### src/rtl/data_memory_arbiter.sv
// -----------------------------------------------------------------------------
// data_memory_arbiter
//
// Shares one single-ported data memory between two requesters. Port 0 is the
// CPU load/store path and port 1 is the debug/loader port. Every access runs
// IDLE -> ISSUE -> DONE. The winner is picked in IDLE and its request fields
// are latched there. The memory operation happens in ISSUE. DONE pulses the
// winner's done line and captures the registered read data.
//
// Build option:
//   ARB_ROUND_ROBIN_EN  defined   -> round-robin arbitration on a collision
//                       undefined -> fixed priority, port 0 wins a collision
//
// Ports:
//   clock, reset           rising-edge clock, async active-high reset
//   req*_i / we*_i         per-port request (held until done) and write select
//   addr*_i / wdata*_i     per-port word address and write data
//   done*_o / err*_o       one-cycle completion pulse and out-of-range flag
//   rdata_o                data of the last completed read
//   gnt_o                  port that owns the access in flight
//   mem_write / mem_read   memory enables (only ever high in ISSUE)
//   mem_addr / mem_wdata   memory address and write data
//   mem_rdata              memory read data, valid the cycle after mem_read
// -----------------------------------------------------------------------------
module data_memory_arbiter #(
  parameter int DATA_W    = 32,
  parameter int ADDR_BITS = 5
) (
  input  logic              clock,
  input  logic              reset,
  input  logic              req0_i,
  input  logic              req1_i,
  input  logic              we0_i,
  input  logic              we1_i,
  input  logic [DATA_W-1:0] addr0_i,
  input  logic [DATA_W-1:0] addr1_i,
  input  logic [DATA_W-1:0] wdata0_i,
  input  logic [DATA_W-1:0] wdata1_i,
  output logic              done0_o,
  output logic              done1_o,
  output logic              err0_o,
  output logic              err1_o,
  output logic [DATA_W-1:0] rdata_o,
  output logic              gnt_o,
  output logic              mem_write,
  output logic              mem_read,
  output logic [DATA_W-1:0] mem_addr,
  output logic [DATA_W-1:0] mem_wdata,
  input  logic [DATA_W-1:0] mem_rdata
);

  localparam logic [1:0] S_IDLE  = 2'd0;
  localparam logic [1:0] S_ISSUE = 2'd1;
  localparam logic [1:0] S_DONE  = 2'd2;

  logic [1:0]        state;
  logic              lat_we;
  logic [DATA_W-1:0] lat_addr;
  logic [DATA_W-1:0] lat_wdata;
  logic              err_pend;
  logic              gnt_q;
  logic [DATA_W-1:0] addr_hold;
  logic [DATA_W-1:0] wdata_hold;
  logic [DATA_W-1:0] rdata_q;
  logic              any_req;
  logic              win;
  logic              in_range;
  logic              issue_ok;

  assign any_req  = req0_i | req1_i;
  // Only the low ADDR_BITS of the word address may be set.
  assign in_range = ((lat_addr >> ADDR_BITS) == '0);
  assign issue_ok = (state == S_ISSUE) && in_range;

`ifdef ARB_ROUND_ROBIN_EN
  // Remembers the last granted port; starts at 1 so port 0 wins the first
  // collision after reset. It moves on every grant, not only on collisions.
  logic rr_last;

  always_ff @(posedge clock or posedge reset) begin
    if (reset) begin
      rr_last <= 1'b1;
    end else if ((state == S_IDLE) && any_req) begin
      rr_last <= win;
    end
  end
`endif

  // Winner select: a lone requester always wins; a collision goes to the
  // port not granted last (round-robin) or to port 0 (fixed priority).
  always_comb begin
    win = 1'b0;
    if (req0_i && req1_i) begin
`ifdef ARB_ROUND_ROBIN_EN
      win = ~rr_last;
`else
      win = 1'b0;
`endif
    end else if (req1_i) begin
      win = 1'b1;
    end
  end

  // Access sequencer. Request fields are latched at grant and frozen until
  // DONE, so requester inputs are ignored once an access is in flight.
  always_ff @(posedge clock or posedge reset) begin
    if (reset) begin
      state     <= S_IDLE;
      gnt_q     <= 1'b0;
      lat_we    <= 1'b0;
      lat_addr  <= '0;
      lat_wdata <= '0;
      err_pend  <= 1'b0;
    end else begin
      case (state)
        S_IDLE: begin
          if (any_req) begin
            gnt_q     <= win;
            lat_we    <= win ? we1_i    : we0_i;
            lat_addr  <= win ? addr1_i  : addr0_i;
            lat_wdata <= win ? wdata1_i : wdata0_i;
            state     <= S_ISSUE;
          end
        end
        S_ISSUE: begin
          err_pend <= ~in_range;
          state    <= S_DONE;
        end
        S_DONE: begin
          state <= S_IDLE;
        end
        default: begin
          state <= S_IDLE;
        end
      endcase
    end
  end

  // Memory address/data hold their last driven values outside ISSUE, so
  // they are refreshed only by an access that really reaches the memory.
  always_ff @(posedge clock or posedge reset) begin
    if (reset) begin
      addr_hold  <= '0;
      wdata_hold <= '0;
    end else if (issue_ok) begin
      addr_hold  <= lat_addr;
      wdata_hold <= lat_wdata;
    end
  end

  // Read data capture in DONE: memory data for an in-range read, zero for a
  // rejected read; writes leave the previous read result in place.
  always_ff @(posedge clock or posedge reset) begin
    if (reset) begin
      rdata_q <= '0;
    end else if ((state == S_DONE) && !lat_we) begin
      rdata_q <= err_pend ? '0 : mem_rdata;
    end
  end

  // Enables and handshake outputs decode straight from the state register,
  // so an async reset drops them at once and no write lands on the next edge.
  assign mem_write = issue_ok &  lat_we;
  assign mem_read  = issue_ok & ~lat_we;
  assign mem_addr  = issue_ok ? lat_addr  : addr_hold;
  assign mem_wdata = issue_ok ? lat_wdata : wdata_hold;

  assign done0_o = (state == S_DONE) & ~gnt_q;
  assign done1_o = (state == S_DONE) &  gnt_q;
  assign err0_o  = done0_o & err_pend;
  assign err1_o  = done1_o & err_pend;
  assign gnt_o   = gnt_q;
  assign rdata_o = rdata_q;

endmodule

### config.mk
export PLATFORM = sky130hd
export DESIGN_NAME = data_memory_arbiter
export DESIGN_NICKNAME = d
export VERILOG_FILES = /design/src/rtl/data_memory_arbiter.sv
export SDC_FILE = /design/constraint.sdc
export NUM_CORES = 1
export LEC_CHECK = 0
export CAP_MARGIN = 10
export CORE_MARGIN = 1
export CORE_UTILIZATION = 44
export CTS_CLUSTER_SIZE = 25
export DETAILED_ROUTE_END_ITERATION = 7
export GPL_ROUTABILITY_DRIVEN = 0
export PLACE_DENSITY = 0.81
export SETUP_SLACK_MARGIN = 0.02
export SLEW_MARGIN = 20
export SYNTH_ARGS = -nofsm -noshare
export SYNTH_HDL_FRONTEND = slang
export SYNTH_SLANG_ARGS = --single-unit
export TNS_END_PERCENT = 30
### constraint.sdc
create_clock -name clock -period 7.7 [get_ports clock]
set_input_delay 1.54 -clock clock [delete_from_list [all_inputs] [get_ports clock]]
set_output_delay 1.54 -clock clock [all_outputs]
set_load 0.05 [all_outputs]
## Word-level counts from Yosys, hierarchy flattened

Cells that the tools add are included.

- Bits of input ports: 166
- Register bits: 165
- Logic and storage cells: 39

- Muxes and demuxes: 10
- Reductions and logical operators: 7
- Bitwise gates (word level): 10
- Equality and inequality tests: 3

Operators with widths:

| kind | number |
|---|---|
| 32-bit two-way mux | 5 |
| 32-bit zero test | 1 |
| 1-bit AND | 6 |
| 2-bit case mux with 2 select lines | 1 |
| 1-bit logical AND | 3 |
| 1-bit two-way mux | 3 |
| 1-bit inverter | 3 |
| 2-bit by 1-bit equality test with 1-bit output, second input constant | 1 |
| 2-bit equality test, second input constant | 1 |
| 2-bit zero test | 1 |
| 2-bit two-way mux | 1 |
| 2-bit != test, second input constant | 1 |
| 2-bit AND reduction | 1 |
| 1-bit zero test | 1 |
| 1-bit OR | 1 |

## Longest topological paths before layout

Gate-level depths: netlist of run 1.

- Depth after elaboration: 3
- Depth in mapped cells: 6

## Worst setup path before layout of run 1

Ideal clock, no wire load.

- Path type: reg2out
- From: register lat_addr[15]
- To: output port mem_read
- Cell stages (with the launch flop): 4
- Arrival time: 1.881 ns
- Data required time: 6.160 ns
- Setup slack: 4.279 ns
- Path buffers: 0
- Path through: dfrtp_1 > nor4_1 > nand4_1 > nor3_1

- Word-level cells in the longest chain between the ends: 3

Ends and longest elaborated chain:

| what | RTL line | source |
|---|---|---|
| start: declaration | 58 | `logic [DATA_W-1:0] lat_addr;` |
| start signal: assignment | 120 | `lat_addr <= win ? addr1_i : addr0_i;` |
| 32-bit zero test | 72 | `assign in_range = ((lat_addr >> ADDR_BITS) == '0);` |
| 1-bit logical AND | 73 | `assign issue_ok = (state == S_ISSUE) && in_range;` |
| 1-bit AND | 164 | `assign mem_read = issue_ok & ~lat_we;` |
| end: declaration | 46 | `output logic mem_read,` |

Every way passes these cells.

## Worst setup path after layout of run 1

- From: register lat_addr[20]
- To: output port mem_wdata[19]

- Word-level cells in the longest chain between the ends: 3

Ends and longest elaborated chain:

| what | RTL line | source |
|---|---|---|
| 32-bit zero test | 72 |  |
| 1-bit logical AND | 73 |  |
| 32-bit two-way mux | - |  |
| end: declaration | 48 | `output logic [DATA_W-1:0] mem_wdata,` |

Every way passes these cells.

==> results of run 1 <==
==> per-layer routing <==
metal | part of all wire | global-route usage | wire length [um]
met5 | 0 | 0 | 0
met3 | 0.071 | 0.06967 | 1197
met4 | 0.020 | 0.08788 | 328
met1 | 0.41 | 0.2509 | 6908
met2 | 0.50 | 0.3767 | 8361
==> cells in the mapped netlist <==
library cell	count
nor2_2	1
inv_1	2
buf_6	3
mux2i_1	65
nand2b_1	33
buf_1	2
mux2_2	17
nand4_1	2
and3_1	1
mux2_1	20
nor4_1	6
nor3_1	2
o21ai_0	98
nor2_1	4
buf_2	11
and2_1	2
nor2b_1	31
clkbuf_1	20
buf_4	2
a21oi_1	2
nand2_1	98
dfrtp_1	165
==> worst paths after layout <==
| kind | end | depth (start not counted) | startpoint | slack, ns |
|---|---|---|---|---|
| setup / recovery | mem_wdata[19] | 6 | lat_addr[20]$_DFFE_PP0P_ | 2.43 |
| hold / removal | rdata_o[17]$_DFFE_PP0P_ | 2 | rdata_o[17]$_DFFE_PP0P_ | 0.48 |
| setup reg to reg | wdata_hold[19]$_DFF_PP0_ | 5 | lat_addr[20]$_DFFE_PP0P_ | 4.98 |
| hold reg to reg | rdata_o[17]$_DFFE_PP0P_ | 2 | rdata_o[17]$_DFFE_PP0P_ | 0.48 |
| max in group asynchronous | addr_hold[0]$_DFF_PP0_ | 3 | reset | 4.57 |
| min in group asynchronous | addr_hold[11]$_DFF_PP0_ | 2 | reset | 1.63 |
==> cell families (layout without fill, tap and decap cells) <==
logic type	Yosys count	after routing	synth area share
simple gates	180	180	0.1285
compound gates	100	100	0.07405
mux	102	102	0.1579
flops	165	165	0.6109
buf+inv	40	307	0.02869
==> registers in the layout (all words and copies together) (netlist names) <==
| name | flops |
|---|---|
| err_pend | 1 |
| lat_wdata | 32 |
| addr_hold | 32 |
| gnt_o | 1 |
| lat_addr | 32 |
| rdata_o | 32 |
| lat_we | 1 |
| state | 2 |
| wdata_hold | 32 |
==> cells in the final DEF, fill, tap and decap left out <==
cell	n
a21oi_1	2
and2_1	2
and3_1	1
buf_16	1
buf_4	4
bufinv_16	1
clkbuf_16	17
clkdlybuf4s50_1	268
clkinv_2	5
clkinv_4	3
clkinvlp_4	3
dfrtp_1	165
inv_1	1
inv_6	4
mux2_1	20
mux2_2	17
mux2i_1	65
nand2_1	98
nand2b_1	32
nand2b_2	1
nand4_1	2
nor2_1	4
nor2_4	1
nor2b_1	30
nor2b_4	1
nor3_1	2
nor4_1	6
o21ai_0	97
o21ai_4	1
==> worst reg2reg max path: stages, from the launching register on <==
cell     delay (ns)
dfrtp_1        0.39
nor4_1         0.32
nand4_1        0.26
nor2_4         0.69
buf_4          0.52
mux2_1         0.41
==> power breakdown <==
group	leakage, uW	internal, uW	switching, uW
combinational	0.00199	240	351
sequential	0.00219	1060	114
clock	0.000270	445	349
total	0.00445	1740	814
==> layout make-up <==
class	count	area (sq um)
clock buffers	17	425.4
well taps	184	230.2
fillers	1063	4624
repair buffers	273	2740
multi-input cells	382	2462
inverters	2	12.51
flip-flops and latches	165	4129
clock inverters	15	130.1
==> stage by stage <==
stage	area, sq um	util	power [uW]	hold WS [ns]	cells
after global placement	9547	0.6470	1738	0.4595	1005
after global routing	10130	0.6866	2709	0.5059	1038
after floorplan	6759	-	1532	0.4417	587
after CTS	10100	0.6847	2566	0.4833	1037
final	10130	0.6866	2556	0.4773	1038
after detailed placement	9547	0.6470	1768	0.4667	1005
==> flow_summary.yaml, run 1 <==
outcome:
  status: "completed"
hold_path:
  hold_class: "register to register"
power:
  vdd_ir_drop_max_v: 0.0001974
  p_leak_uw: 0.004449
  p_per_area_nw_per_um2: 252.3
sta:
  setup_viol: 0
  slew_viol_final: 0
  fmax_ghz: 0.1899
  post-route-period-util: 0.6840
  worst_pin_slew_ns: 1.059
  hold_viol: 0
  layout_setup_ws_ns: 2.433
  max_slew_margin: 0.2925
  tns_ns: 0
  fin_skew_ns: 0.008308
  rsz0062_at_grt: "false"
  min_period_ns: 5.267
synth:
  synth_top_area_share: 0.6109
  syn_area_sq_um: 6759
  synth_cell_type_count: 22
  yosysWarnings: 0
  syn_nets: 753
  seq_area_frac_synth: 0.6109
  synth_area_leaders: "dfrtp_1 (61%), mux2i_1 (9.6%), o21ai_0 (7.3%)"
  netlist_instances: 587
  ys_seq_elements: 165
  synth_area_per_cell_sq_um: 11.51
  synth_top_area_cell: "dfrtp_1"
grt:
  grt_pass1_vias: 5354
  grt_pass1_wl_um: 26520
  grt_max_degree: 89
  grtUsageTotal: 0.2181
  antenna_found_initial: 0
  overflow: 0
setup_path:
  cpPeakStageDelay_ns: 0.72
  cp.buffers_inverters: 2
  critPathSlowestCell: "clkdlybuf4s50_1"
  arrival_ns: 3.73
  crit_type: "register to primary output"
  path_max_fanout: 36
  critical_path_required_ns: 6.16
  cp_cell_sequence: "nor4_1 > nand4_1 > nor2_4 > buf_4 > mux2_1 > clkdlybuf4s50_1"
  crit_family: "simple AND/OR/NAND/NOR gates"
  start_kind: "register"
  cp-end-kind: "primary output"
floorplanning:
  initial_core_util: 0.4581
  io-pin-count: 269
  die_x_um: 125.9
  dieArea_sq_um: 15860
  rows: 44
  core-area_sq_um: 14750
  die_h_um: 125.9
layout:
  areaGrowthSynthToFinish_pct: 49.87
  nNetsFinal: 1007
  drive_gt1_frac: 0.06909
  diodes: 0
cts:
  numCtsBuffers: 17
  clk_pin_slew_ns: 0.06
  insertion_delay_ns: 0.42
  cts_tree: "built"
  post_cts_buffers: 0
  htreeDepth: 4
  clock-root-buffer: "clkbuf_16"
  clock_sinks: 165
  hold_buffers: 0
  clockBufferDepth: 2
  cts.repair.resized: 0
detailed_routing:
  detail_route.vias_per_cell: 4.960
  first_pass_iters: 5
  drt_iter0_markers: 263
  drtAntennaViolNets: 0
  routedWlPerCell_um: 16.18
  num_vias: 5148
  routed_wirelength_um: 16800
  drc: 0
run:
  maxCapViolCount: 0
place:
  place_ws_ns: 2.809
  io_buffers: 268
  hpwl_um: 12450
Power figures use the tool's default switching activity.
==> run 2, diff against run 1 <==
--- a/config.mk
+++ b/config.mk
@@ -7,11 +7,11 @@
 export LEC_CHECK = 0
 export CAP_MARGIN = 10
 export CORE_MARGIN = 1
-export CORE_UTILIZATION = 44
+export CORE_UTILIZATION = 39
 export CTS_CLUSTER_SIZE = 25
 export DETAILED_ROUTE_END_ITERATION = 7
 export GPL_ROUTABILITY_DRIVEN = 0
-export PLACE_DENSITY = 0.81
+export PLACE_DENSITY = 0.76
 export SETUP_SLACK_MARGIN = 0.02
 export SLEW_MARGIN = 20
 export SYNTH_ARGS = -nofsm -noshare
==> constraint.sdc (replaced) <==
create_clock -name clock -period 4.3 [get_ports clock]
set_input_delay 0.86 -clock clock [delete_from_list [all_inputs] [get_ports clock]]
set_output_delay 0.86 -clock clock [all_outputs]
set_load 0.05 [all_outputs]
==> run 2 against run 1 <==
Via count fell by 2.2%. Utilization fell by 7.5 points. Global-route usage fell by 2.1 points. Die area rose by 13%. First-iteration DRC count fell by 16%. Routed wire length fell by 0.42%. Sequential power rose by 79%. Critical path type unchanged. Critical endpoint is now mem_addr[4]. Largest power group unchanged.
==> flow_summary.yaml, run 2 (synthesized netlist as in run 1, its figures left out) <==
hold_path:
  hold_class: "register to register"
  hold_path_end: "state[1]$_DFFE_PP0P_"
  whs_path_depth: 1
  worstHoldStart: "state[1]$_DFFE_PP0P_"
cts:
  numCtsBuffers: 17
  hold_buffers: 0
  clockBufferDepth: 2
  insertion_delay_ns: 0.42
  htreeDepth: 4
  clk_pin_slew_ns: 0.06
  clock_sinks: 165
  clock-root-buffer: "clkbuf_16"
  cts.repair.resized: 0
  cts_tree: "built"
  post_cts_buffers: 0
setup_path:
  reg2reg_from: "lat_addr[8]$_DFFE_PP0P_"
  regToRegEndpoint: "addr_hold[4]$_DFF_PP0_"
  path_max_fanout: 54
  cp-end-kind: "primary output"
  crit_type: "register to primary output"
  start_kind: "register"
  critical_path_required_ns: 3.44
  reg2reg_depth: 5
  r2r_slack_ns: 2.33
  arrival_ns: 2.97
floorplanning:
  dieArea_sq_um: 17860
  initial_core_util: 0.4033
  die_h_um: 133.6
  core-area_sq_um: 16760
  io-pin-count: 269
  die_x_um: 133.6
  rows: 47
detailed_routing:
  drtAntennaViolNets: 0
  drt_iter0_markers: 221
  first_pass_iters: 6
  routed_wirelength_um: 16730
  num_vias: 5034
  detail_route.vias_per_cell: 4.678
  routedWlPerCell_um: 15.54
  drc: 0
layout:
  drive_gt1_frac: 0.07009
  diodes: 0
  final_cell_mix: "clkdlybuf4s50_1 (268), dfrtp_1 (165), nand2_1 (98)"
  fin_cells: 1076
  n_fill_cell: 1451
  fin_util: 0.6113
  areaGrowthSynthToFinish_pct: 51.57
  nNetsFinal: 1009
  layout_commonest_cell: "clkdlybuf4s50_1"
sta:
  min_period_ns: 3.833
  fmax_ghz: 0.2609
  hold_ws_ns: 0.4802
  fin_skew_ns: 0.009526
  tns_ns: 0
  post-route-period-util: 0.8914
  worst_pin_slew_ns: 0.9265
  slew_viol_final: 0
  max_slew_margin: 0.3823
  setup_viol: 0
  hold_viol: 0
  rsz0062_at_grt: "false"
grt:
  grtUsageTotal: 0.1971
  overflow: 0
  antenna_found_initial: 0
  grt_pass1_wl_um: 27210
  grt_max_degree: 166
  grt_pass1_vias: 5212
power:
  p_per_area_nw_per_um2: 453.6
  p_leak_uw: 0.004479
  power_uw: 4647
  vdd_ir_drop_max_v: 0.0003254
place:
  dp_cells: 1044
  hpwl_um: 11940
  io_buffers: 268
run:
  maxCapViolCount: 0
outcome:
  status: "completed"
-- run 2: per-layer routing --
layer / track usage / up-vias / share of wire
met2: 0.3235 / 170 / 0.48
met1: 0.2491 / 2344 / 0.43
met5: 0 / - / 0
met4: 0.07071 / 0 / 0.019
met3: 0.05479 / 20 / 0.066
li1: - / 2500 / -
-- run 2: how the worst max path moves through the flow --
stage                                   endpoint  depth (start not counted)  slack [ns]                     from
after CTS                          mem_wdata[17]                          6        0.42  lat_addr[8]$_DFFE_PP0P_
final                                mem_addr[4]                          6        0.47  lat_addr[8]$_DFFE_PP0P_
after floorplan           addr_hold[0]$_DFF_PP0_                          1        1.34                    reset
after global routing                 mem_addr[1]                          6        0.26  lat_addr[8]$_DFFE_PP0P_
after detailed placement           mem_wdata[17]                          6        0.88  lat_addr[8]$_DFFE_PP0P_
after global placement              mem_wdata[4]                          6        0.92  lat_addr[8]$_DFFE_PP0P_
-- run 2: critical path, stage by stage, from the launching register on --
cell and delay (ns):
dfrtp_1 0.38, nor4_1 0.33, nand4_1 0.23, nor2_4 0.19
buf_12 0.25, mux2_2 0.40, clkdlybuf4s50_1 0.71
-- run 2: metrics by stage --
step                      cell area [sq um]  setup WS (ns)
final                                 10240         0.4671
after detailed placement               9651         0.8759
after CTS                             10240         0.4217
after global routing                  10240         0.2572
after global placement                 9651         0.9157
after floorplan                        6763          1.341
-- run 2: report_power, final --
| group | internal [uW] | switching, uW | leakage, uW |
|---|---|---|---|
| Clock | 880 | 633 | 0.000285 |
| Sequential | 1890 | 196 | 0.00219 |
| Combinational | 421 | 625 | 0.00201 |
| Total | 3190 | 1450 | 0.00448 |
-- run 2: area by class of cell --
type	count	area, sq um	area share
inverter	2	11.26	0.001099
sequential	165	4129	0.4030
tap	220	275.3	0.02687
timing repair buffer	275	2773	0.2706
clock inverter	13	146.4	0.01429
multi-input combinational	382	2467	0.2408
clock buffer	19	442.9	0.04323
